===== config.mk =====
export PLATFORM = sky130hd
export DESIGN_NAME = cpu_clk_ctrl
export DESIGN_NICKNAME = d
export VERILOG_FILES = /design/src/rtl/cpu_clk_pkg.sv /design/src/rtl/clk_prescaler.sv /design/src/rtl/cpu_clk_ctrl.sv
export SDC_FILE = /design/constraint.sdc
export NUM_CORES = 1
export LEC_CHECK = 0
export ABC_AREA = 0
export BUFFER_PORTS_ARGS = -buffer_cell sky130_fd_sc_hd__buf_2
export CAP_MARGIN = 40
export CORE_MARGIN = 2
export CORE_UTILIZATION = 30
export CTS_CLUSTER_SIZE = 28
export DETAILED_ROUTE_END_ITERATION = 8
export HOLD_SLACK_MARGIN = 0.1
export PLACE_DENSITY = 0.56
export SLEW_MARGIN = 10
export SYNTH_ARGS = -nofsm -noshare
export SYNTH_HDL_FRONTEND = slang
export SYNTH_SLANG_ARGS = --single-unit

===== constraint.sdc =====
create_clock -name clk -period 3.1 [get_ports clk]
set_input_delay 0 -clock clk [delete_from_list [all_inputs] [get_ports clk]]
set_output_delay 0 -clock clk [all_outputs]
set_load 0.02 [all_outputs]

===== src/rtl/cpu_clk_pkg.sv =====
// Shared definitions for the CPU clock-enable controller.
//   state_e           : controller states (HALT, RUN, STEP, SWITCH)
//   *_DEF             : default T-cycle dividers and speed-switch stall length
//   CNT_W / STALL_W   : widths of the prescaler and stall counters
//   is_active()       : true in the states where the CPU is being clocked
package cpu_clk_pkg;

  typedef enum logic [1:0] {
    ST_HALT   = 2'd0,
    ST_RUN    = 2'd1,
    ST_STEP   = 2'd2,
    ST_SWITCH = 2'd3
  } state_e;

  localparam int DIV_NORMAL_DEF   = 24;
  localparam int DIV_DOUBLE_DEF   = 12;
  localparam int SWITCH_STALL_DEF = 8;

  localparam int CNT_W   = 8;
  localparam int STALL_W = 8;

  function automatic logic is_active(input state_e s);
    return (s == ST_RUN) || (s == ST_STEP);
  endfunction

endpackage


===== src/rtl/clk_prescaler.sv =====
// Prescaler producing a one-clk tick every `limit` clk cycles.
//   clk   : system clock (rising edge)
//   rst_n : asynchronous active-low reset
//   en    : count enable; tick can only fire while en is high
//   clr   : synchronous clear, holds the count at 0
//   limit : divide ratio (cycles per tick), sampled every cycle
//   tick  : combinational, high when the count sits at limit-1 and en is high
module clk_prescaler
  import cpu_clk_pkg::*;
(
  input  logic             clk,
  input  logic             rst_n,
  input  logic             en,
  input  logic             clr,
  input  logic [CNT_W-1:0] limit,
  output logic             tick
);

  logic [CNT_W-1:0] cnt;
  logic             at_end;

  assign at_end = (cnt == (limit - CNT_W'(1)));
  assign tick   = en && at_end;

  always_ff @(posedge clk or negedge rst_n) begin
    if (!rst_n) begin
      cnt <= '0;
    end else if (clr) begin
      cnt <= '0;
    end else if (en) begin
      cnt <= at_end ? '0 : cnt + CNT_W'(1);
    end
  end

endmodule


===== src/rtl/cpu_clk_ctrl.sv =====
// CPU clock-enable controller. Generates T-cycle and M-cycle enables from the
// 100 MHz system clock (no derived clocks), supports free-run, single M-cycle
// stepping and a stalled normal/double speed switch.
//   clk, rst_n    : system clock, asynchronous active-low reset
//   run_req       : level, free-run the CPU while high
//   step_req      : one-clk pulse, run one M-cycle from HALT
//   speed_sw_req  : one-clk pulse, request a speed toggle
//   t_en, m_en    : one-clk T-cycle / M-cycle enables
//   t_phase       : T-cycle index within the M-cycle
//   double_speed  : current speed mode
//   running       : state is RUN or STEP
//   sw_busy       : state is SWITCH
//   step_done     : one-clk pulse on the M-cycle that ends a STEP
//   state         : current FSM state, for observation
// Inputs carry no handshake: run_req is sampled as a level every clk, the two
// request pulses are sampled for exactly the clk in which they are high.
module cpu_clk_ctrl
  import cpu_clk_pkg::*;
#(
  parameter int DIV_NORMAL   = DIV_NORMAL_DEF,
  parameter int DIV_DOUBLE   = DIV_DOUBLE_DEF,
  parameter int SWITCH_STALL = SWITCH_STALL_DEF
) (
  input  logic       clk,
  input  logic       rst_n,
  input  logic       run_req,
  input  logic       step_req,
  input  logic       speed_sw_req,
  output logic       t_en,
  output logic       m_en,
  output logic [1:0] t_phase,
  output logic       double_speed,
  output logic       running,
  output logic       sw_busy,
  output logic       step_done,
  output state_e     state
);

  logic               sw_pend;
  logic [STALL_W-1:0] stall;
  logic [CNT_W-1:0]   limit;
  logic               active;

  // Speed change only takes effect when leaving SWITCH, where the prescaler
  // is held cleared, so the divider never changes mid T-cycle.
  assign limit  = double_speed ? CNT_W'(DIV_DOUBLE) : CNT_W'(DIV_NORMAL);
  assign active = is_active(state);

  clk_prescaler u_prescaler (
    .clk   (clk),
    .rst_n (rst_n),
    .en    (active),
    .clr   (!active),
    .limit (limit),
    .tick  (t_en)
  );

  assign m_en      = t_en && (t_phase == 2'd3);
  assign step_done = m_en && (state == ST_STEP);
  assign running   = active;
  assign sw_busy   = (state == ST_SWITCH);

  always_ff @(posedge clk or negedge rst_n) begin
    if (!rst_n) begin
      state        <= ST_HALT;
      t_phase      <= 2'd0;
      stall        <= '0;
      sw_pend      <= 1'b0;
      double_speed <= 1'b0;
    end else begin
      if (t_en) begin
        t_phase <= t_phase + 2'd1;
      end

      // Requests arriving outside SWITCH are remembered until the switch runs.
      if (speed_sw_req && (state != ST_SWITCH)) begin
        sw_pend <= 1'b1;
      end

      case (state)
        ST_HALT: begin
          if (sw_pend || speed_sw_req) begin
            state <= ST_SWITCH;
          end else if (run_req) begin
            state <= ST_RUN;
          end else if (step_req) begin
            state <= ST_STEP;
          end
        end

        // Leave RUN only on an M-cycle boundary; a pending switch passes
        // through HALT first, which then moves on to SWITCH.
        ST_RUN: begin
          if (m_en && (sw_pend || !run_req)) begin
            state <= ST_HALT;
          end
        end

        ST_STEP: begin
          if (m_en) begin
            state <= ST_HALT;
          end
        end

        ST_SWITCH: begin
          if (stall == STALL_W'(SWITCH_STALL - 1)) begin
            stall        <= '0;
            double_speed <= !double_speed;
            sw_pend      <= 1'b0;
            state        <= ST_HALT;
          end else begin
            stall <= stall + STALL_W'(1);
          end
        end

        default: begin
          state <= ST_HALT;
        end
      endcase
    end
  end

endmodule

-- Word level (Yosys, flattened, before mapping)
Cells that the tools add are included.
- add/subtract/negate cells: 4
- multipliers: 0
- div/mod/pow operators: 0
- order comparisons: 0
- equal/unequal tests: 11
- shifts and indexed selects: 0
- mux-type cells: 14
- bitwise logic cells: 0
- reduce and logical (&&, ||, !) cells: 13
- operators with widths (cell ; count):
    two-way mux 8 bit ; 3
    adder 8 x 1 -> 8 bit, second input constant ; 2
    two-way mux 2 bit ; 6
    == test 8 x 3 -> 1 bit, second input constant ; 1
    == test 8 bit ; 1
    case mux 2 bit (4 select lines) ; 1
    == test 2 bit, second input constant ; 3
    subtractor 5 x 1 -> 6 bit, second input constant ; 1
    logical AND 1 bit ; 5
    two-way mux 5 bit ; 1
    inequality test 2 x 1 -> 1 bit, second input constant ; 2
    inequality test 2 bit, second input constant ; 2
    inequality test 4 bit, second input constant ; 1
    AND reduction 4 bit ; 1
    logical OR 1 bit ; 3
    two-way mux 1 bit ; 3
    adder 2 x 1 -> 2 bit, second input constant ; 1
    == test 2 x 1 -> 1 bit, second input constant ; 1
    logical NOT 1 bit ; 2
    logical NOT 2 bit ; 1
    AND reduction 2 bit ; 1
- flip-flop bits (word level): 22
- bits in latches: 0
- bits in writable memories: 0
- memory bits (read-only): 0
- bits of input ports: 5
- output and inout bits: 10
- logic and storage cells: 48
- memories kept: 0

-- Logic depth before layout (Yosys ltp)
Gate-level depths: netlist of run 1.
- depth in word-level cells: 8
- depth in mapped cells: 6

-- Modules after synthesis
From an unflattened synthesis of run 1, not the netlist that was laid out.
- cell total of the unflattened synthesis: 157
- area total of the unflattened synthesis: 1586.5 µm²
- by module, submodules not included (module ; instances ; cells each ; area each (µm²)):
    cpu_clk_ctrl ; 1 ; 76 ; 798.3
    clk_prescaler ; 1 ; 81 ; 788.3

-- Worst setup path before layout of run 1
No wires, ideal clock.
- path kind: reg-to-output
- from: reg u_prescaler.cnt[0]
- to: out step_done
- arrival time: 2.298 ns
- slack: 0.802 ns
- cell stages (with the launch flop): 6
- path buffers: 0
- path through: dfrtp_1 -> ha_1 -> or4b_4 -> a21oi_1 -> nor4b_1 -> and2_1
- longest elaborated chain between the ends: 4
- ends and longest elaborated chain (element ; line ; text):
    start: declaration ; clk_prescaler.sv:19 ; logic [CNT_W-1:0] cnt;
    start signal: assignment ; clk_prescaler.sv:31 ; cnt <= at_end ? '0 : cnt + CNT_W'(1);
    == test 8 bit ; clk_prescaler.sv:22 ; assign at_end = (cnt == (limit - CNT_W'(1)));
    logical AND 1 bit ; clk_prescaler.sv:23 ; assign tick = en && at_end;
    logical AND 1 bit ; cpu_clk_ctrl.sv:58 ; assign m_en = t_en && (t_phase == 2'd3);
    named net m_en ; cpu_clk_ctrl.sv:30 ; output logic m_en,
    logical AND 1 bit ; cpu_clk_ctrl.sv:59 ; assign step_done = m_en && (state == ST_STEP);
    end: declaration ; cpu_clk_ctrl.sv:35 ; output logic step_done,
The timed path passes the listed nets, and every way through them passes these cells.

-- Final worst setup path of run 1
- from: reg u_prescaler.cnt[0]
- to: reg state[1]
- longest elaborated chain between the ends: 6
- ends and longest elaborated chain (element ; line ; text):
    == test 8 bit * ; clk_prescaler.sv:22 ;
    logical AND 1 bit * ; clk_prescaler.sv:23 ;
    logical AND 1 bit * ; cpu_clk_ctrl.sv:58 ;
    logical AND 1 bit ; cpu_clk_ctrl.sv:94 ; if (m_en && (sw_pend || !run_req)) begin
    inequality test 2 x 1 -> 1 bit (no line) ; -- ;
    AND reduction 4 bit (no line) * ; -- ;
    end signal: assignment ; cpu_clk_ctrl.sv:65 ; state <= ST_HALT;
    end signal: assignment ; cpu_clk_ctrl.sv:95 ; state <= ST_HALT;
    end signal: assignment ; cpu_clk_ctrl.sv:101 ; state <= ST_HALT;
    end: declaration ; cpu_clk_ctrl.sv:36 ; output state_e state
Mark *: on every way between the ends. The rest lies on a longest branch, timed or not.
A chain may end at the register's enable or synchronous reset.

==> results of run 1 <==
## worst reg2reg max path, delay by kind of cell (launching register included)
family | cells | cell delay [ns]
compound gates | 3 | 0.82
mux | 1 | 0.13
simple gates | 1 | 0.50
flops | 1 | 0.39
fa+ha+maj | 1 | 0.23
## through the flow
step | instances | utilization [%] | hold slack, ns
floorplan | 111 | - | -0.2956
global placement | 171 | 34.60 | -0.006820
detailed placement | 171 | 34.60 | 0.01002
CTS | 176 | 36.26 | 0.1921
global route | 176 | 36.26 | 0.2226
finish | 176 | 36.26 | 0.1869
## cell families (layout without fill, tap and decap cells)
| group | Yosys count | in the layout | synth area share (%) |
|---|---|---|---|
| compound gates | 11 | 11 | 8.135 |
| mux | 4 | 4 | 3.579 |
| xor+xnor | 13 | 13 | 9.870 |
| fa+ha+maj | 8 | 8 | 8.677 |
| buf+inv | 10 | 27 | 3.254 |
| flops | 22 | 22 | 47.72 |
| simple gates | 43 | 43 | 18.76 |
## state kept, by name, summed over array words and instances (netlist names)
name	cells
state	2
sw_pend	1
stall	8
t_phase	2
u_prescaler.cnt	8
double_speed	1
## worst max-delay path by stage
| stage | startpoint | to | cells past startpoint |
|---|---|---|---|
| after floorplan | u_prescaler.cnt[0] | step_done | 5 |
| after global placement | u_prescaler.cnt[0] | state[1] | 6 |
| after detailed placement | u_prescaler.cnt[0] | state[1] | 6 |
| after CTS | u_prescaler.cnt[0] | state[1] | 6 |
| after global routing | u_prescaler.cnt[0] | state[1] | 6 |
| final | u_prescaler.cnt[0] | state[1] | 6 |
## cell usage in the layout (no fill, tap or decap)
master,synthesis,final
clkbuf_8,0,3
inv_1,8,8
nor3_1,1,1
and2_1,2,2
nand2_1,10,10
or4b_4,1,1
o21ai_0,2,2
mux2i_1,3,3
a21oi_1,4,4
nand2b_1,3,3
buf_2,0,14
or3_1,1,1
nor4b_1,2,2
nand3_1,5,5
dlygate4sd3_1,0,2
mux2_1,1,1
a221o_1,1,1
ha_1,8,8
a32o_1,1,1
xor2_1,7,7
o2111ai_1,1,1
dfrtp_1,22,22
a2111oi_4,1,1
nor2_1,13,13
xnor2_1,6,6
o31ai_1,1,1
nand4_1,5,5
## metal layers
| metal | vias to the layer above | wire length (um) | track usage [%] | part of all wire, % |
|---|---|---|---|---|
| met5 | - | 0 | 0 | 0 |
| met4 | 0 | 8 | 2.296 | 0.38 |
| met3 | 2 | 90 | 3.578 | 4.3 |
| met2 | 17 | 951 | 17.17 | 45 |
| met1 | 391 | 1057 | 15.44 | 50 |
| li1 | 411 | - | - | - |
## area by class of cell
class | instances | share of cell area (%)
multi-input cells | 79 | 42.28
flip-flops and latches | 22 | 41.16
repair buffers | 16 | 6.735
well taps | 48 | 4.490
clock buffers | 3 | 3.087
inverters | 8 | 2.245
## report_power, final
part	total, W	switching (W)	internal (W)
combinational	0.000406	0.000247	0.000160
sequential	0.000434	0.0000777	0.000356
clock	0.000169	0.0000826	0.0000865
==> metrics.md, run 1 <==
| Metric | Value |
|---|---|
| Post-layout net count | 143 |
| Req. time, crit path | 3.23 ns |
| Post-route clock period utilization | 70.89% |
| CTS tree | done |
| R2R cell count | 6 |
| Storage cell area | 550.5 um2 |
| Cell row count | 22 |
| Minimum clock period | 2.198 ns |
| Core box area | 3689 um2 |
| CTS root buf | clkbuf_8 |
| Slew headroom | 66.36% |
| Overall power | 0.001009 W |
| PostCTS Resize Cnt | 0 |
| RSZ-0062 raised after global routing | false |
| Post-DRT Antenna Nets | 0 |
| Final worst slack | 0.9025 ns |
| Post-CTS setup buffer count | 0 |
| Final hold vios | 0 |
| Critical Path Start Type | register |
| Mean Syn Cell Area | 10.39 um2 |
| Most numerous cell in the Yosys netlist | dfrtp_1 |
| Final Wtd Congestion | 0.7421 |
| Slowest CP cell | or4b_4 |
| Crit-path max FO | 4 |
| Die Wd | 66.01 um |
| Synth top area cells | dfrtp_1 (48%), ha_1 (8.7%), xor2_1 (5.3%), xnor2_1 (4.6%), nor2_1 (4.2%) |
| Largest net degree at the start of global routing | 23 |
| Worst Tran Pin Value | 0.5046 ns |
| Design area | 1338 um2 |
| Total number of vias | 821 |
| Post-synthesis instance area | 1154 um2 |
| Synth Register Bits | 22 |
| Reg2Reg Setup Slack | 0.90 ns |
| Status | completed |
| Placed instance area | 1276 um2 |
| Grt ovf | 0 |
| Hold_sp | run_req |
| Highest clock rate | 0.4551 GHz |
| Syn Nets | 124 |
| Die Y-Extent | 66.01 um |
| Lkg Pwr | 0.6282 nW |
| Worst EP arrival | 2.33 ns |
| DR vias/cell | 4.665 |
| Commonest cells in the netlist | dfrtp_1 (22), nor2_1 (13), nand2_1 (10) |
| Io pins | 15 |
| Footprint of the multi-input gates | 565.5 um2 |
| GRT Overall Usage | 11.18% |
| Setup TNS | 0 ns |
| Initial antenna violation count | 0 |
| Starting Density | 31.28% |
| CTS buffer count | 3 |
| Clock transition at path regs | 0.07 ns |
| Clk_lat worst skew | 0.25 ns |
| Syn Inst Count | 111 |
| WL final | 2.107 mm |
| Power density over cell area | 754.4 nW/um2 |
| Hold path endpoint | state[1] |
| Clk sinks | 22 |
| I/O Buffers | 14 |
| Htree depth | 1 |
| Reg-to-reg endpoint | state[1] |
| Hold Crit Class | in -> reg |
| Die ar. | 4357 um2 |
| Max-cap viol count | 0 |
| First-pass GRT wire length | 3.739 mm |
| Clock Skew | 0.001682 ns |
| Top FF cell, synth | dfrtp_1 |
| Ys Warns | 0 |
| Iter 0 DRT Violations | 20 |
| Synth cell types | 25 |
| Vias in the first global route | 810 |
| DP Wirelength | 1.564 mm |
| Critical path cell sequence | ha_1 > or4b_4 > a2111oi_4 > o2111ai_1 > a221o_1 > mux2i_1 |
| Final Setup Violations | 0 |
| Post-synthesis sequential area ratio | 47.72% |
| CP delay by family, top | compound AO/OA/AOI/OAI gates |
| WP buf/inv | 0 |
| Layout area overhead | 15.94% |
| Yosys top cell area share | 47.72% |
| Fillers | 388 |
| Critical Path End Type | register |
| N_diodes | 0 |
| Fin. max-slew vios | 0 |
| Number of synthesized flops with an enable pin | 0 |
| Peak supply drop | 0.0003361 V |
| Share of layout cells above drive strength 1 | 14.84% |
| Setup slack at placement | 0.9277 ns |
| Post-CTS Hold Buffers | 2 |
| Critical path type | reg -> reg |
| Maximum clock insertion buffer count | 2 |
| Critical Path Max Stage Delay | 0.50 ns |
| Pre-antenna DRT Iters | 5 |
| WL per Instance | 11.97 um |
| Synth area leader | dfrtp_1 |
| Hold Crit Depth | 4 |
| Worst r2r src | u_prescaler.cnt[0] |
| Async SR Flop Fraction | 100.0% |
| Residual DRC | 0 |
Power figures use the tool's default switching activity.
==> run 2, diff against run 1 <==
--- a/config.mk
+++ b/config.mk
@@ -13,7 +13,7 @@
 export CTS_CLUSTER_SIZE = 28
 export DETAILED_ROUTE_END_ITERATION = 8
 export HOLD_SLACK_MARGIN = 0.1
-export PLACE_DENSITY = 0.56
+export PLACE_DENSITY = 0.58
 export SLEW_MARGIN = 10
 export SYNTH_ARGS = -nofsm -noshare
 export SYNTH_HDL_FRONTEND = slang
==> constraint.sdc (replaced) <==
create_clock -name clk -period 1.97 [get_ports clk]
set_input_delay 0 -clock clk [delete_from_list [all_inputs] [get_ports clk]]
set_output_delay 0 -clock clk [all_outputs]
set_load 0.02 [all_outputs]
==> run 2 against run 1 <==
Effect of this change:
- sequential power rose by 59%
- largest cell class unchanged
- cell area rose by 11%
- register-to-register slack got worse by 0.98 ns
- the run now ends with setup timing left
==> metrics.md, run 2 (synthesized netlist as in run 1, its figures left out) <==
| Metric | Value |
|---|---|
| Status | finished with violations |
| Failing checks | setup timing |
| Hold Crit Depth | 4 (unchanged) |
| Overall power | 0.001711 W (+70%) |
| Reg2Reg Setup Slack | -0.08 ns (-0.98 ns) |
| DR vias/cell | 4.628 (-0.80%) |
| Vias in the first global route | 854 (+5.4%) |
| Clock Skew | 0.006541 ns (+0.004859 ns) |
| Combinational power share | 43.6% (+3.3 points) |
| Clock transition at path regs | 0.08 ns (about the same) |
| Starting Density | 31.28% (unchanged) |
| First-pass GRT wire length | 3.767 mm (+0.75%) |
| Peak supply drop | 0.0008500 V (+150%) |
| Worst Tran Pin Value | 0.4930 ns (-0.01160 ns) |
| Worst r2r src | u_prescaler.cnt[0] |
| Die Wd | 66.01 um (unchanged) |
| Core Util, Final | 40.40% (+4.1 points) |
| Placed Cells | 180 (+5.3%) |
| CTS tree | done |
| DP Wirelength | 1.582 mm (+1.1%) |
| R2R cell count | 6 (unchanged) |
| Top Registers | stall: 8 flops, u_prescaler.cnt: 8 flops |
| CTS root buf | clkbuf_8 |
| CTS buffer count | 3 (unchanged) |
| Largest net degree at the start of global routing | 23 (unchanged) |
| Core box area | 3689 um2 (unchanged) |
| Critical Path Start Type | register |
| Clk_lat worst skew | 0.26 ns (about the same) |
| Pre-antenna DRT Iters | 4 (-1) |
| Lkg Pwr | 0.7006 nW (+12%) |
| RSZ-0062 raised after global routing | true |
| Io pins | 15 (unchanged) |
| WP buf/inv | 0 (unchanged) |
| Minimum clock period | 2.051 ns (-0.1468 ns) |
| Fin. max-slew vios | 0 (unchanged) |
| Residual DRC | 0 (unchanged) |
| Share of layout cells above drive strength 1 | 28.57% (+14 points) |
| Post-layout net count | 155 (+8.4%) |
| Clk network pwr share | 16.0% (-0.8 points) |
| Fillers | 379 (-2.3%) |
| Storage cell area | 550.5 um2 (unchanged) |
| Highest clock rate | 0.4876 GHz (+7.2%) |
| Iter 0 DRT Violations | 17 (-15%) |
| CP Launch Point | u_prescaler.cnt[0] |
| WL per Instance | 11.60 um (-3.1%) |
| Net Sw Frac | 40.84% (+0.49 points) |
| Worst EP arrival | 2.18 ns (-0.15 ns) |
| Final hold vios | 0 (unchanged) |
| Layout area overhead | 29.18% |
| Req. time, crit path | 2.10 ns (-1.13 ns) |
| Final worst slack | -0.08070 ns (-0.9832 ns) |
| Critical Path End Type | register |
| Share of power burned in registers | 40.4% (-2.6 points) |
| Sw power | 0.0006987 W (+72%) |
| Initial antenna violation count | 0 (unchanged) |
| Post-DRT Antenna Nets | 0 (unchanged) |
| Footprint of the multi-input gates | 605.6 um2 (+7.1%) |
| Crit-path max FO | 3 (-1) |
| Grt ovf | 0 (unchanged) |
| Int Power | 0.001012 W (+68%) |
| Die Y-Extent | 66.01 um (unchanged) |
| Die ar. | 4357 um2 (unchanged) |
| CP delay by family, top | compound AO/OA/AOI/OAI gates |
| Critical Path Max Stage Delay | 0.48 ns (-0.02 ns) |
| Hold_ws | 0.1647 ns (-0.02225 ns) |
| I/O Buffers | 14 (unchanged) |
| GRT Overall Usage | 11.03% (-0.15 points) |
| Final Wtd Congestion | 0.7932 (+6.9%) |
| Slowest CP cell | or4b_4 |
| Hold Crit Class | in -> reg |
| Htree depth | 1 (unchanged) |
| Leading cell types in the layout, fill and taps excluded | dfrtp_1 (22), nor2_1 (13), buf_2 (11), buf_4 (11), nand2_1 (9) |
| Power density over cell area | 1148 nW/um2 (+52%) |
| WL final | 2.180 mm (+3.5%) |
| Slew headroom | 67.13% (+0.77 points) |
| Final Setup Violations | 5 (+5) |
| Max-cap viol count | 0 (unchanged) |
| Critical path depth | 6 (unchanged) |
| Crit path to | state[1] |
| N_diodes | 0 (unchanged) |
| Post-route clock period utilization | 104.1% (+33 points) |
| Leading cell type in the layout, fill and taps excluded | dfrtp_1 |
| Critical path type | reg -> reg |
| Total number of vias | 870 (+6.0%) |
| Post-route insts no fill | 188 (+6.8%) |
| Clk sinks | 22 (unchanged) |
| Critical path cell sequence | ha_2 > or4b_4 > a2111oi_4 > o2111ai_1 > a221o_1 > mux2i_1 |
| Reg-to-reg endpoint | state[1] |
| Cell row count | 22 (unchanged) |
| Maximum clock insertion buffer count | 2 (unchanged) |
==> run 2: cell count changes in the layout (fill, tap and decap cells not counted), moves of 2 or more <==
cell / before / now
buf_6: 0 / 4
ha_1: 8 / 6
buf_4: 0 / 11
buf_2: 14 / 11
ha_2: 0 / 2
==> run 2: how the worst min path moves through the flow <==
stage	from	endpoint	slack (ns)
floorplan	rst_n	double_speed	-0.30
global placement	rst_n	u_prescaler.cnt[1]	-0.02
detailed placement	rst_n	u_prescaler.cnt[0]	-0.007
CTS	run_req	state[0]	0.16
global route	run_req	state[1]	0.18
finish	run_req	state[0]	0.16
==> run 2: layout make-up <==
type                       instances  area share, %
multi-input combinational         79          40.64
sequential                        22          36.94
timing repair buffer              28          13.60
tap                               48          4.030
clock buffer                       3          2.771
inverter                           8          2.015
==> run 2: worst register-to-register path: stages (launching register included) <==
cell,delay [ns]
dfrtp_1,0.36
ha_2,0.18
or4b_4,0.48
a2111oi_4,0.25
o2111ai_1,0.16
a221o_1,0.36
mux2i_1,0.14
==> run 2: repair_timing <==
action / in CTS / in global routing
endpoints found under the setup margin: 4 / 13
resized for setup: 7 / 9
setup buffers: 0 / 3
pin swaps: 0 / 2
hold endpoints to repair: 23 / 0
hold buffers: 2 / 0
==> run 2: power groups by stage <==
stage / Clock, W / Sequential (W) / Combinational, W
2_1_floorplan: 0 / 0.000714 / 0.000451
3_3_place_gp: 0 / 0.000687 / 0.000672
3_5_place_dp: 0 / 0.000691 / 0.000688
4_1_cts: 0.000280 / 0.000688 / 0.000699
5_1_grt: 0.000296 / 0.000705 / 0.000825
6_report: 0.000273 / 0.000692 / 0.000746
==> run 2: metrics by stage <==
stage / area [um2] / setup TNS (ns) / setup WS, ns
2_1_floorplan: 1162 / -0.1393 / -0.06500
3_3_place_gp: 1353 / -0.04654 / -0.02472
3_5_place_dp: 1353 / -0.1579 / -0.08722
4_1_cts: 1438 / -0.2561 / -0.09692
5_1_grt: 1490 / -0.8218 / -0.1863
6_report: 1490 / -0.2652 / -0.08070
==> run 2: layer usage <==
layer | share of wire [%] | up-vias | global-route usage, %
met5 | 0 | - | 0
met4 | 0.60 | 0 | 4.082
met3 | 3.8 | 2 | 1.704
met2 | 43 | 23 | 17.30
met1 | 53 | 410 | 15.34
li1 | - | 435 | -
==> run 3, diff against run 2 <==
--- a/config.mk
+++ b/config.mk
@@ -14,6 +14,7 @@
 export DETAILED_ROUTE_END_ITERATION = 8
 export HOLD_SLACK_MARGIN = 0.1
 export PLACE_DENSITY = 0.58
+export REMOVE_ABC_BUFFERS = 1
 export SLEW_MARGIN = 10
 export SYNTH_ARGS = -nofsm -noshare
 export SYNTH_HDL_FRONTEND = slang
==> run 3 against run 2 <==
Effect of this change:
- wire length fell by 3.0%
- register-to-register slack barely moved
- core utilization rose by 0.31 points
- sequential share of layout area fell by 0.28 points
- critical path type is now reg -> out
- first-iteration DRC count fell by 5.9%
- power rose by 6.6%
- die area did not move
- final cell count did not move
- clock skew rose by 0.00077 ns
- clock power rose by 52%
- via count fell by 0.69%
- sequential power fell by 0.9%
- the flow still finishes with violations (setup timing)
==> metrics.md, run 3 (synthesized netlist as in run 1, its figures left out) <==
| Metric | Value |
|---|---|
| Status | finished with violations |
| Failing checks | setup timing |
| Largest net degree at the start of global routing | 23 (unchanged) |
| Top Registers | stall: 8 flops, u_prescaler.cnt: 8 flops |
| Cell row count | 22 (unchanged) |
| Die Wd | 66.01 um (unchanged) |
| Post-route insts no fill | 188 (unchanged) |
| WP buf/inv | 2 (+2) |
| Leading cell type in the layout, fill and taps excluded | dfrtp_1 |
| Final Setup Violations | 6 (+1) |
| Post-DRT Antenna Nets | 0 (unchanged) |
| Placed Cells | 179 (-0.56%) |
| GRT Overall Usage | 10.69% (-0.33 points) |
| CTS root buf | clkbuf_8 |
| Initial antenna violation count | 0 (unchanged) |
| Power density over cell area | 1214 nW/um2 (+5.8%) |
| CTS tree | done |
| Share of layout cells above drive strength 1 | 25.71% (-2.9 points) |
| Final worst slack | -0.09305 ns (-0.01235 ns) |
| Pre-antenna DRT Iters | 4 (unchanged) |
| WL per Instance | 11.24 um (-3.0%) |
| Critical Path Max Stage Delay | 0.49 ns (about the same) |
| Cell mode on critical path | buf_4 |
| Clk sinks | 22 (unchanged) |
| Total number of vias | 864 (-0.69%) |
| I/O Buffers | 14 (unchanged) |
| Final Wtd Congestion | 0.7594 (-4.3%) |
| Peak supply drop | 0.0007000 V (-18%) |
| Slew headroom | 67.12% (about the same) |
| Residual DRC | 0 (unchanged) |
| Io pins | 15 (unchanged) |
| Iter 0 DRT Violations | 16 (-1) |
| Die ar. | 4357 um2 (unchanged) |
| Lkg Pwr | 0.7113 nW (+1.5%) |
| Grt ovf | 0 (unchanged) |
| Minimum clock period | 2.063 ns (+0.01235 ns) |
| N_diodes | 0 (unchanged) |
| Clk_lat worst skew | 0.26 ns (about the same) |
| Req. time, crit path | 1.97 ns (-0.13 ns) |
| Critical Path Start Type | register |
| Vias in the first global route | 821 (-3.9%) |
| Worst Tran Pin Value | 0.4932 ns (+0.0001680 ns) |
| RSZ-0062 raised after global routing | true |
| WL final | 2.114 mm (-3.0%) |
| Clock Skew | 0.007312 ns (+0.0007709 ns) |
| Max-cap viol count | 0 (unchanged) |
| Core box area | 3689 um2 (unchanged) |
| Post-layout net count | 154 (-0.65%) |
| Hold_ws | 0.1460 ns (-0.01862 ns) |
| Post-route clock period utilization | 104.7% (+0.63 points) |
| Critical path type | reg -> out |
| CTS buffer count | 3 (unchanged) |
| Starting Density | 31.28% (unchanged) |
| Die Y-Extent | 66.01 um (unchanged) |
| Slowest CP cell | or4b_4 |
| Critical Path End Type | primary output |
| Highest clock rate | 0.4847 GHz (-0.60%) |
| Fin. max-slew vios | 0 (unchanged) |
| Leading cell types in the layout, fill and taps excluded | dfrtp_1 (22), nor2_1 (13), buf_2 (11), buf_4 (11), nand2_1 (9) |
| Critical path cell sequence | ha_2 > or4b_4 > buf_4 > a21oi_2 > nor4b_4 > and2_1 > buf_4 |
| Worst EP arrival | 2.06 ns (-0.12 ns) |
| DP Wirelength | 1.569 mm (-0.81%) |
| Setup slack at placement | -0.06204 ns (+0.02518 ns) |
| DR vias/cell | 4.596 (-0.69%) |
| Maximum clock insertion buffer count | 2 (unchanged) |
| Crit-path max FO | 2 (-1) |
| Htree depth | 1 (unchanged) |
| CP delay by family, top | simple AND/OR/NAND/NOR gates |
| Clock transition at path regs | 0.08 ns (about the same) |
| First-pass GRT wire length | 3.643 mm (-3.3%) |
| Final hold vios | 0 (unchanged) |
| Layout area overhead | 30.15% |
| Hold Crit Class | in -> reg |
==> run 3: cell count changes in the layout (fill, tap and decap cells not counted), sizes merged <==
cell / previous run / this run
buf: 26 / 25
bufinv: 0 / 1
==> run 3: final timing paths <==
check                           slack (ns)                from  cells past startpoint                  to
min in group asynchronous             0.23               rst_n                      2  u_prescaler.cnt[2]
worst max register to register       -0.09  u_prescaler.cnt[0]                      6            state[0]
worst min-delay path                  0.15             run_req                      4            state[1]
worst max-delay path                 -0.09  u_prescaler.cnt[0]                      7           step_done
worst min register to register        0.48            stall[7]                      1            stall[7]
max in group asynchronous             1.40               rst_n                      2  u_prescaler.cnt[4]
==> run 3: cell type report <==
cell class	instances	area [um2]
inverters	8	30.03
clock inverters	1	30.03
repair buffers	27	191.4
fillers	361	2187
flip-flops and latches	22	550.5
clock buffers	3	41.29
well taps	48	60.06
multi-input cells	79	598.1
==> run 3: per-stage QoR <==
stage | util (%) | cell area [um2] | setup TNS (ns) | total power, W
after floorplan | - | 1146 | -0.4823 | 0.001147
after global placement | 36.23 | 1336 | -0.005377 | 0.001355
after detailed placement | 36.23 | 1336 | -0.1235 | 0.001370
after CTS | 38.94 | 1436 | -0.2632 | 0.001793
after global routing | 40.71 | 1501 | -1.937 | 0.001957
final | 40.71 | 1501 | -0.4258 | 0.001823
==> run 3: repair_timing <==
action / in CTS / in global routing
setup buffers: 0 / 3
hold endpoints to repair: 24 / 0
hold buffers: 2 / 0
pin swaps: 0 / 1
setup endpoints to repair: 5 / 13
resized for setup: 2 / 11
==> run 3: worst reg2reg max path: cells and delay by family (launching register included) <==
family,cells,cell delay (ns)
compound gates,3,0.79
flops,1,0.36
fa+ha+maj,1,0.18
simple gates,1,0.49
mux,1,0.14
==> run 3: where the power goes <==
group	internal [W]	switching [W]
clock network	0.000271	0.000145
logic	0.000301	0.000421
registers	0.000559	0.000126
total	0.00113	0.000692
==> run 3: layer usage <==
layer | GRT usage [%] | routed length [um]
met1 | 15.10 | 1053
met5 | 0 | 0
met3 | 1.533 | 91
met2 | 16.67 | 954
met4 | 3.827 | 16
